==> src/rtl/riscv_mc_control.sv <==
// Multi-cycle RV32I control FSM: sequences fetch/decode/execute/writeback over a shared memory.
// Optional performance counters are built when RISCV_MC_PERF_EN is defined.
module riscv_mc_control #(
   parameter int unsigned ALUCTRL_W  = 3,
   parameter int unsigned TMO_W      = 4,
   parameter int unsigned TMO_CYCLES = 15
) (
   input  logic                 clk,
   input  logic                 rst,
   input  logic [6:0]           op,
   input  logic [2:0]           func3,
   input  logic                 func7_5,
   input  logic                 zero,
   input  logic                 mem_ready,
   output logic                 mem_req,
   output logic                 MemWrite,
   output logic                 AdrSrc,
   output logic                 IRWrite,
   output logic                 PCWrite,
   output logic                 RegWrite,
   output logic [1:0]           ALUSrcA,
   output logic [1:0]           ALUSrcB,
   output logic [1:0]           ImmSrc,
   output logic [1:0]           ResultSrc,
   output logic [ALUCTRL_W-1:0] ALUControl,
   output logic                 fault
`ifdef RISCV_MC_PERF_EN
   ,
   output logic [31:0]          cycle_cnt,
   output logic [31:0]          instret_cnt
`endif
);

   localparam logic [ALUCTRL_W-1:0] AluAdd = ALUCTRL_W'(3'b000);
   localparam logic [ALUCTRL_W-1:0] AluSub = ALUCTRL_W'(3'b001);
   localparam logic [ALUCTRL_W-1:0] AluAnd = ALUCTRL_W'(3'b010);
   localparam logic [ALUCTRL_W-1:0] AluOr  = ALUCTRL_W'(3'b011);
   localparam logic [ALUCTRL_W-1:0] AluSlt = ALUCTRL_W'(3'b101);

   localparam logic [TMO_W-1:0] TmoLast = TMO_W'(TMO_CYCLES - 1);

   localparam logic [6:0] OpLoad  = 7'b0000011;
   localparam logic [6:0] OpStore = 7'b0100011;
   localparam logic [6:0] OpRtype = 7'b0110011;
   localparam logic [6:0] OpItype = 7'b0010011;
   localparam logic [6:0] OpBeq   = 7'b1100011;
   localparam logic [6:0] OpJal   = 7'b1101111;

   typedef enum logic [3:0] {
      StFetch, StDecode, StMemAdr, StMemRd, StMemWb, StMemWr,
      StExecR, StExecI, StAluWb, StBeq, StJal, StFault
   } state_e;

   state_e               state_q, state_d;
   logic [TMO_W-1:0]     wait_q, wait_d;
   logic [ALUCTRL_W-1:0] alu_dec;

   // State register
   always_ff @(posedge clk or posedge rst) begin
      if (rst) begin
         state_q <= StFetch;
         wait_q  <= '0;
      end else begin
         state_q <= state_d;
         wait_q  <= wait_d;
      end
   end

   // Next state; a mem_ready on the final tolerated cycle beats the timeout
   always_comb begin
      state_d = state_q;
      unique case (state_q)
         StFetch: begin
            if (mem_ready)              state_d = StDecode;
            else if (wait_q == TmoLast) state_d = StFault;
         end
         StDecode: begin
            case (op)
               OpLoad, OpStore: state_d = StMemAdr;
               OpRtype:         state_d = StExecR;
               OpItype:         state_d = StExecI;
               OpBeq:           state_d = StBeq;
               OpJal:           state_d = StJal;
               default:         state_d = StFault;
            endcase
         end
         StMemAdr: state_d = (op == OpStore) ? StMemWr : StMemRd;
         StMemRd: begin
            if (mem_ready)              state_d = StMemWb;
            else if (wait_q == TmoLast) state_d = StFault;
         end
         StMemWr: begin
            if (mem_ready)              state_d = StFetch;
            else if (wait_q == TmoLast) state_d = StFault;
         end
         StExecR, StExecI: state_d = StAluWb;
         StMemWb, StAluWb, StBeq, StJal: state_d = StFetch;
         StFault: state_d = StFault;
         default: state_d = StFault;
      endcase
   end

   // Wait counter restarts on every state change, so entering a memory state clears it
   always_comb begin
      wait_d = wait_q;
      if (state_d != state_q) begin
         wait_d = '0;
      end else if (mem_req && !mem_ready) begin
         wait_d = wait_q + TMO_W'(1);
      end
   end

   always_comb begin
      alu_dec = AluAdd;
      case (func3)
         3'b000:  if (state_q == StExecR && func7_5) alu_dec = AluSub;
         3'b010:  alu_dec = AluSlt;
         3'b110:  alu_dec = AluOr;
         3'b111:  alu_dec = AluAnd;
         default: alu_dec = AluAdd;
      endcase
   end

   // Outputs; all strobes and mem_req are forced low while rst is asserted
   always_comb begin
      mem_req    = 1'b0;
      MemWrite   = 1'b0;
      AdrSrc     = 1'b0;
      IRWrite    = 1'b0;
      PCWrite    = 1'b0;
      RegWrite   = 1'b0;
      ALUSrcA    = 2'b00;
      ALUSrcB    = 2'b00;
      ImmSrc     = 2'b00;
      ResultSrc  = 2'b00;
      ALUControl = AluAdd;
      fault      = 1'b0;
      if (!rst) begin
         unique case (state_q)
            StFetch: begin
               mem_req   = 1'b1;
               ALUSrcB   = 2'b10;
               ResultSrc = 2'b10;
               IRWrite   = mem_ready;
               PCWrite   = mem_ready;
            end
            StDecode: begin
               ALUSrcA = 2'b01;
               ALUSrcB = 2'b01;
               ImmSrc  = 2'b10;
            end
            StMemAdr: begin
               ALUSrcA = 2'b10;
               ALUSrcB = 2'b01;
               ImmSrc  = (op == OpStore) ? 2'b01 : 2'b00;
            end
            StMemRd: begin
               mem_req = 1'b1;
               AdrSrc  = 1'b1;
            end
            StMemWb: begin
               ResultSrc = 2'b01;
               RegWrite  = 1'b1;
            end
            StMemWr: begin
               mem_req  = 1'b1;
               MemWrite = 1'b1;
               AdrSrc   = 1'b1;
            end
            StExecR: begin
               ALUSrcA    = 2'b10;
               ALUControl = alu_dec;
            end
            StExecI: begin
               ALUSrcA    = 2'b10;
               ALUSrcB    = 2'b01;
               ALUControl = alu_dec;
            end
            StAluWb: RegWrite = 1'b1;
            StBeq: begin
               ALUSrcA    = 2'b10;
               ALUControl = AluSub;
               PCWrite    = zero;
            end
            StJal: begin
               ALUSrcA  = 2'b01;
               ALUSrcB  = 2'b10;
               RegWrite = 1'b1;
               PCWrite  = 1'b1;
            end
            StFault: fault = 1'b1;
            default: fault = 1'b1;
         endcase
      end
   end

`ifdef RISCV_MC_PERF_EN
   logic retire;
   assign retire = (state_d == StFetch) &&
                   (state_q inside {StMemWb, StMemWr, StAluWb, StBeq, StJal});

   always_ff @(posedge clk or posedge rst) begin
      if (rst) begin
         cycle_cnt   <= '0;
         instret_cnt <= '0;
      end else begin
         if (state_q != StFault) cycle_cnt <= cycle_cnt + 32'd1;
         if (retire) instret_cnt <= instret_cnt + 32'd1;
      end
   end
`endif

endmodule

==> config.mk <==
export PLATFORM = sky130hd
export DESIGN_NAME = riscv_mc_control
export DESIGN_NICKNAME = d
export VERILOG_FILES = /design/src/rtl/riscv_mc_control.sv
export SDC_FILE = /design/constraint.sdc
export NUM_CORES = 1
export LEC_CHECK = 0
export ABC_AREA = 1
export CORE_MARGIN = 5
export CORE_UTILIZATION = 41
export CTS_CLUSTER_DIAMETER = 100
export CTS_CLUSTER_SIZE = 16
export DETAILED_ROUTE_END_ITERATION = 7
export GPL_ROUTABILITY_DRIVEN = 1
export PLACE_DENSITY = 0.76
export REMOVE_ABC_BUFFERS = 1
export SYNTH_ARGS = -nofsm -noshare
export SYNTH_HDL_FRONTEND = slang
export SYNTH_SLANG_ARGS = --single-unit
==> constraint.sdc <==
create_clock -name clk -period 1.34 [get_ports clk]
set_input_delay 0.134 -clock clk [delete_from_list [all_inputs] [get_ports clk]]
set_output_delay 0.134 -clock clk [all_outputs]
set_load 0.05 [all_outputs]
==> impl_metrics.ini, run 1 <==
[synth]
ys_warn_count = 0
synth.distinct_cells = 25
yosysSeqAreaShare_pct = 20.7
synth.cell_area_sq_um = 968
ys_ff_latch = 8
postSynthAreaPerCell_sq_um = 6.25
synth_cells = 155

[floorplanning]
rows = 17
num_io_pins = 33
initial_utilization_pct = 43.4
die_w_um = 58.6
die_h_um = 58.6

[clock_network]
numCtsBuffers = 3
hold_buffers = 0
cts_setup_buffers = 12
cts_root_buf = clkbuf_4
cts.sinks = 8
htreeDepth = 1
ctsResizeCount = 71
clockBufferDepth = 2

[placed_design]
gp_congestion = 0.878
place_area_sq_um = 1780
io_buffers = 32
dp_cells = 250
post-dp-hpwl_mm = 3.09

[status]
error_line = [ERROR DPL-0033] detailed placement checks failed during check placement.
lastStage = clock tree synthesis (4_1_cts)
status = aborted with a tool error
==> synthesized netlist by cell type, drive strengths merged <==
cell / number / share of area, %
o21ai: 3 / 1.5
nor3: 4 / 4.1
ha: 2 / 2.6
nand2: 50 / 21
a31oi: 3 / 1.9
dfrtp: 8 / 21
clkbuf: 2 / 0.78
buf: 1 / 1.2
nor4: 1 / 0.65
inv: 22 / 8.5
nand4: 3 / 2.6
o31ai: 1 / 0.78
nor2: 23 / 13
xor2: 3 / 2.7
nand3: 17 / 12
a21oi: 12 / 6.6
==> kinds of logic after synthesis <==
kind of cell             share of synthesized area, %
XOR/XNOR                                         2.71
flip-flops                                       20.7
AND/OR/NAND/NOR                                  52.7
adder cells (fa/ha/maj)                          2.58
AO/OA/AOI/OAI                                    10.9
buffers and inverters                            10.5
==> metrics by stage <==
step,setup slack [ns],TNS [ns]
2_1_floorplan,-0.941,-7.19
3_3_place_gp,-0.302,-3.66
3_5_place_dp,-0.460,-5.78
==> inputs of run 2 (changes only) <==
--- a/config.mk
+++ b/config.mk
@@ -6,13 +6,11 @@
 export NUM_CORES = 1
 export LEC_CHECK = 0
 export ABC_AREA = 1
-export CORE_MARGIN = 5
-export CORE_UTILIZATION = 41
-export CTS_CLUSTER_DIAMETER = 100
-export CTS_CLUSTER_SIZE = 16
+export CORE_AREA = 5 5 66 68
 export DETAILED_ROUTE_END_ITERATION = 7
+export DIE_AREA = 0 0 71 73
 export GPL_ROUTABILITY_DRIVEN = 1
-export PLACE_DENSITY = 0.76
+export PLACE_DENSITY_LB_ADDON = 0.15
 export REMOVE_ABC_BUFFERS = 1
 export SYNTH_ARGS = -nofsm -noshare
 export SYNTH_HDL_FRONTEND = slang
==> constraint.sdc (replaced) <==
create_clock -name clk -period 1.7 [get_ports clk]
set_input_delay 0.17 -clock clk [delete_from_list [all_inputs] [get_ports clk]]
set_output_delay 0.17 -clock clk [all_outputs]
set_load 0.05 [all_outputs]
==> impl_metrics.ini, run 2 <==
[floorplanning]
initial_utilization_pct = 25.5
die_w_um = 71
die_h_um = 73
core-area_sq_um = 3800
dieArea_sq_um = 5180
rows = 23
num_io_pins = 33

[global_routing]
gr-total-overflow = 0
grt_usage_pct = 11.6
grt_pass1_vias = 1131
grt_pass1_wl_mm = 5.02
antenna_found_initial = 0
grt_max_degree = 10

[timing]
finalSetupViolCount = 1
fmax_mhz = 588
min_period_ns = 1.70
period_share_pct = 100
final_max_slew_viol_count = 0
skew_ns = 0.00287
worst_pin_slew_ns = 0.264
rsz0062_at_grt = yes
fin_ws_ns = -0.000762
hold_violations = 0
worst_hold_slack_ns = 0.542
max_slew_margin_pct = 82.4

[layout]
regArea_sq_um = 205
syn_to_final_growth_pct = 98.3
mostFrequentLayoutCell = nand2_1
nFillCells = 365
reg_top3 = state_q: 4 flops, wait_q: 4 flops
layout_common_cells = 36 x nand2_1, 19 x buf_4, 18 x buf_12, 14 x clkdlybuf4s50_1, 11 x inv_1
nets = 225
diodes = 0
drive_gt1_share_pct = 52.9
multi_input_area_sq_um = 883

[job]
cap_violations = 0

[clock_network]
htreeDepth = 1
clockBufferDepth = 2
cts_tree = done
cts.sinks = 8
clkLatencyLatePin_ns = 0.22
clkTransAtPathRegs_ns = 0.04
hold_buffers = 0
cts_root_buf = clkbuf_8
numCtsBuffers = 3

[synth]
async_flop_share_pct = 100
yosysTopAreaCellShare_pct = 20.7
synth.cell_area_sq_um = 968
synth_ff_type = dfrtp_1
synth_cells = 155
synth_xor_area_share_pct = 2.71
synth.distinct_cells = 25
yosysSeqAreaShare_pct = 20.7
synth_compound_area_share_pct = 10.9
ys_ff_latch = 8
yosysMostFrequentCell = nand2_1
yosysTopAreaCell = dfrtp_1
synth_top_family_by_area = simple AND/OR/NAND/NOR gates
postSynthAreaPerCell_sq_um = 6.25
ys_warn_count = 0
synthTopCellsByArea = dfrtp_1 21%, nand2_1 17%, nand3_1 6.7%
synthTopCellsByCount = 45 x nand2_1, 15 x inv_1, 15 x nor2_1
synth_edf_count = 0
synth-simple-area-share_pct = 52.7
synth-adder-area-share_pct = 2.58
synth_mux_area_share_pct = 0

[placed_design]
gp_congestion = 0.802
io_buffers = 32
post-dp-hpwl_mm = 2.46

[critical_path]
path_max_fanout = 7
r2r_setup_slack_ns = 0.01
crit_required_ns = 1.53
cp.arrival_ns = 1.53
worst-setup-path-type = flip-flop to output port
reg2reg_depth = 9
startpoint_type = flip-flop
end_kind = output port

[power_and_ir_drop]
p_leak_nw = 0.836
max-vdd-ir-drop_mv = 0.501
cellPowerDensity_nw_per_um2 = 1590
total_power_mw = 3.05

[routing]
drc = 0
drt-initial-drc-count = 22
wl_mm = 3.28
num_vias = 1227
first_pass_iters = 4
drt-wirelength-per-cell_um = 12.8
ant_nets = 0
via_per_inst = 4.79

[status]
violations = setup timing
status = finished with violations

[min_path]
min_path_type = input port to async pin
## run 2: cell counts after synthesis
Identical to the previous run, type by type.
## run 2: cell type report
type | count | share of cell area (%)
well taps | 50 | 3.26
repair buffers | 51 | 33.5
inverters | 22 | 4.43
multi-input cells | 122 | 46.0
clock buffers | 3 | 2.15
flip-flops and latches | 8 | 10.7
## run 2: final timing paths
check,startpoint,endpoint
worst max-delay path,state_q[2],ALUSrcA[1]
worst min-delay path,rst,state_q[2]
worst max register to register,state_q[2],wait_q[3]
worst min register to register,wait_q[3],wait_q[3]
max in group asynchronous,rst,state_q[0]
min in group clk,wait_q[3],wait_q[3]
## run 2: repair_timing
| action | 4_1_cts | 5_1_grt |
|---|---|---|
| buffers inserted | 2 | 9 |
| endpoints found under the hold margin | 0 | 0 |
| cloned | 0 | 0 |
| pin swaps | 5 | 16 |
| endpoints found under the setup margin | 13 | 17 |
| resized for setup | 16 | 40 |
## run 2: logic make-up after synthesis
group / after synthesis
buffers and inverters: 25
adder cells (fa/ha/maj): 2
XOR/XNOR: 3
AO/OA/AOI/OAI: 19
flip-flops: 8
AND/OR/NAND/NOR: 98
## run 2: stage by stage
stage / setup slack (ns) / TNS [ns] / area (sq um) / util [%] / instances
final: -0.000762 / -0.000762 / 1920 / 50.6 / 256
after global routing: -0.0828 / -0.523 / 1920 / 50.6 / 256
after CTS: 0.00377 / 0 / 1690 / 44.4 / 247
after detailed placement: -0.0827 / -0.263 / 1570 / 41.4 / 242
after global placement: -0.00200 / -0.00586 / 1570 / 41.4 / 242
after floorplan: -0.617 / -1.58 / 950 / - / 152
## run 2: layer usage
metal	GRT usage [%]	vias to the layer above	part of all wire [%]
met5	0	-	0
met4	1.25	0	0
met3	1.93	0	4.6
met2	21.6	34	55
met1	14.4	591	41
li1	-	602	-
## run 2: worst max-delay path, cell delays in order, from the launching register on
cell     delay (ns)
dfrtp_2        0.42
inv_2          0.07
nor2_4         0.23
buf_4          0.16
a21oi_2        0.07
a31oi_2        0.19
buf_12         0.17
## run 2: where the power goes
part           internal [mW]  switching [mW]
clock                  0.152          0.0637
combinational           1.02            1.47
sequential             0.249           0.104
No activity file was read; power rests on OpenSTA's default activity.
==> inputs of run 3 (changes only) <==
==> constraint.sdc (replaced) <==
create_clock -name clk -period 1.83 [get_ports clk]
set_input_delay 0.183 -clock clk [delete_from_list [all_inputs] [get_ports clk]]
set_output_delay 0.183 -clock clk [all_outputs]
set_load 0.05 [all_outputs]
==> impl_metrics.ini, run 3 (same netlist as run 2, synthesis figures left out) <==
[timing]
max_slew_margin_pct = 80.5
skew_ns = 0.00587
worst_pin_slew_ns = 0.291
period_share_pct = 95.0
setup_tns_ns = 0
finalSetupViolCount = 0
min_period_ns = 1.74
fin_ws_ns = 0.0923
hold_violations = 0
final_max_slew_viol_count = 0
rsz0062_at_grt = no
fmax_mhz = 575

[power_and_ir_drop]
p_leak_nw = 0.724
cellPowerDensity_nw_per_um2 = 1420
total_power_mw = 2.36
max-vdd-ir-drop_mv = 0.518

[floorplanning]
die_h_um = 73
num_io_pins = 33
die_w_um = 71
dieArea_sq_um = 5180
core-area_sq_um = 3800
rows = 23
initial_utilization_pct = 25.5

[routing]
ant_nets = 0
first_pass_iters = 4
drt-initial-drc-count = 26
drt-wirelength-per-cell_um = 11.8
wl_mm = 2.84
drc = 0
wl_met2_mm = 1.40
wl_met1_mm = 1.19
wl_met3_um = 233
maxUsedRoutingLayer = met4
num_vias = 1122
via_per_inst = 4.66

[layout]
syn_to_final_growth_pct = 71.2
diodes = 0
mostFrequentLayoutCell = nand2_1
nets = 210
reg_top3 = state_q: 4 flops, wait_q: 4 flops
fin_area_sq_um = 1660
layout_common_cells = 45 x nand2_1, 18 x buf_12, 15 x inv_1, 14 x clkdlybuf4s50_1, 13 x nor2_1
drive_gt1_share_pct = 35.6

[job]
cap_violations = 0

[placed_design]
place_ws_ns = 0.0765
post-dp-hpwl_mm = 2.37
place_area_sq_um = 1540
io_buffers = 32
gp_congestion = 0.797

[critical_path]
cp.arrival_ns = 1.55
max_stage_delay_ns = 0.46
crit_required_ns = 1.65
critPathSlowestCell = dfrtp_2
path_max_fanout = 6
end_kind = output port
worstPathCellList = inv_4 > nand2_1 > nor2_4 > a21oi_1 > a31oi_2 > buf_12
startpoint_type = flip-flop
worst-setup-path-type = flip-flop to output port

[status]
status = completed

[clock_network]
cts_root_buf = clkbuf_8
clkTransAtPathRegs_ns = 0.04
numCtsBuffers = 3
cts.sinks = 8
htreeDepth = 1
hold_buffers = 0
cts_tree = done
clockBufferDepth = 2
clkLatencyLatePin_ns = 0.23

[global_routing]
gr-total-overflow = 0
grt_pass1_wl_mm = 4.75
grt_pass1_vias = 1088
grt_max_degree = 17
antenna_found_initial = 0
grt_usage_pct = 11.3

[min_path]
min_path_type = input port to async pin
==> run 3: worst paths after layout <==
path / from / to / slack [ns] / cells past startpoint
min in group clk: wait_q[1] / wait_q[1] / 0.66 / 4
max: state_q[0] / ALUSrcA[1] / 0.09 / 6
min reg2reg: wait_q[1] / wait_q[1] / 0.66 / 4
min: rst / state_q[2] / 0.41 / 3
max in group asynchronous: rst / state_q[0] / 1.28 / 3
max reg2reg: wait_q[0] / wait_q[0] / 0.17 / 11
==> run 3: what timing repair did <==
action / CTS / global route
resized for setup: 5 / 13
pin swaps: 0 / 0
setup buffers: 0 / 0
setup endpoints to repair: 4 / 15
==> run 3: stage by stage <==
step,hold WS (ns),std cells,utilization [%]
3_5_place_dp,0.633,238,40.6
5_1_grt,0.485,241,43.6
4_1_cts,0.407,241,42.3
3_3_place_gp,0.635,238,40.6
2_1_floorplan,0.00659,152,-
6_report,0.408,241,43.6
==> run 3: where the power goes <==
group          internal, mW  leakage, nW  total, mW  switching (mW)
sequential            0.229        0.103      0.329          0.0998
combinational         0.699        0.600       1.82            1.12
clock                 0.142       0.0216      0.205          0.0633
total                  1.07        0.724       2.36            1.29
==> run 3: final cells by class <==
class / instances / area [sq um]
Clock buffer: 3 / 41.3
Timing Repair Buffer: 36 / 531
Fill cell: 399 / 2140
Sequential cell: 8 / 204
Multi-Input combinational cell: 122 / 734
Tap cell: 50 / 62.6
Inverter: 22 / 85.1
==> run 3: per-layer routing <==
metal	up-vias	track usage (%)
met1	510	14.1
met2	36	19.7
met5	-	0
li1	574	-
met4	0	2.51
met3	2	2.62
==> run 3: critical path: cells and delay by family, from the launching register on <==
family | cells | cell delay [ns]
AND/OR/NAND/NOR | 2 | 0.28
AO/OA/AOI/OAI | 2 | 0.31
flip-flops | 1 | 0.46
buffers and inverters | 2 | 0.28
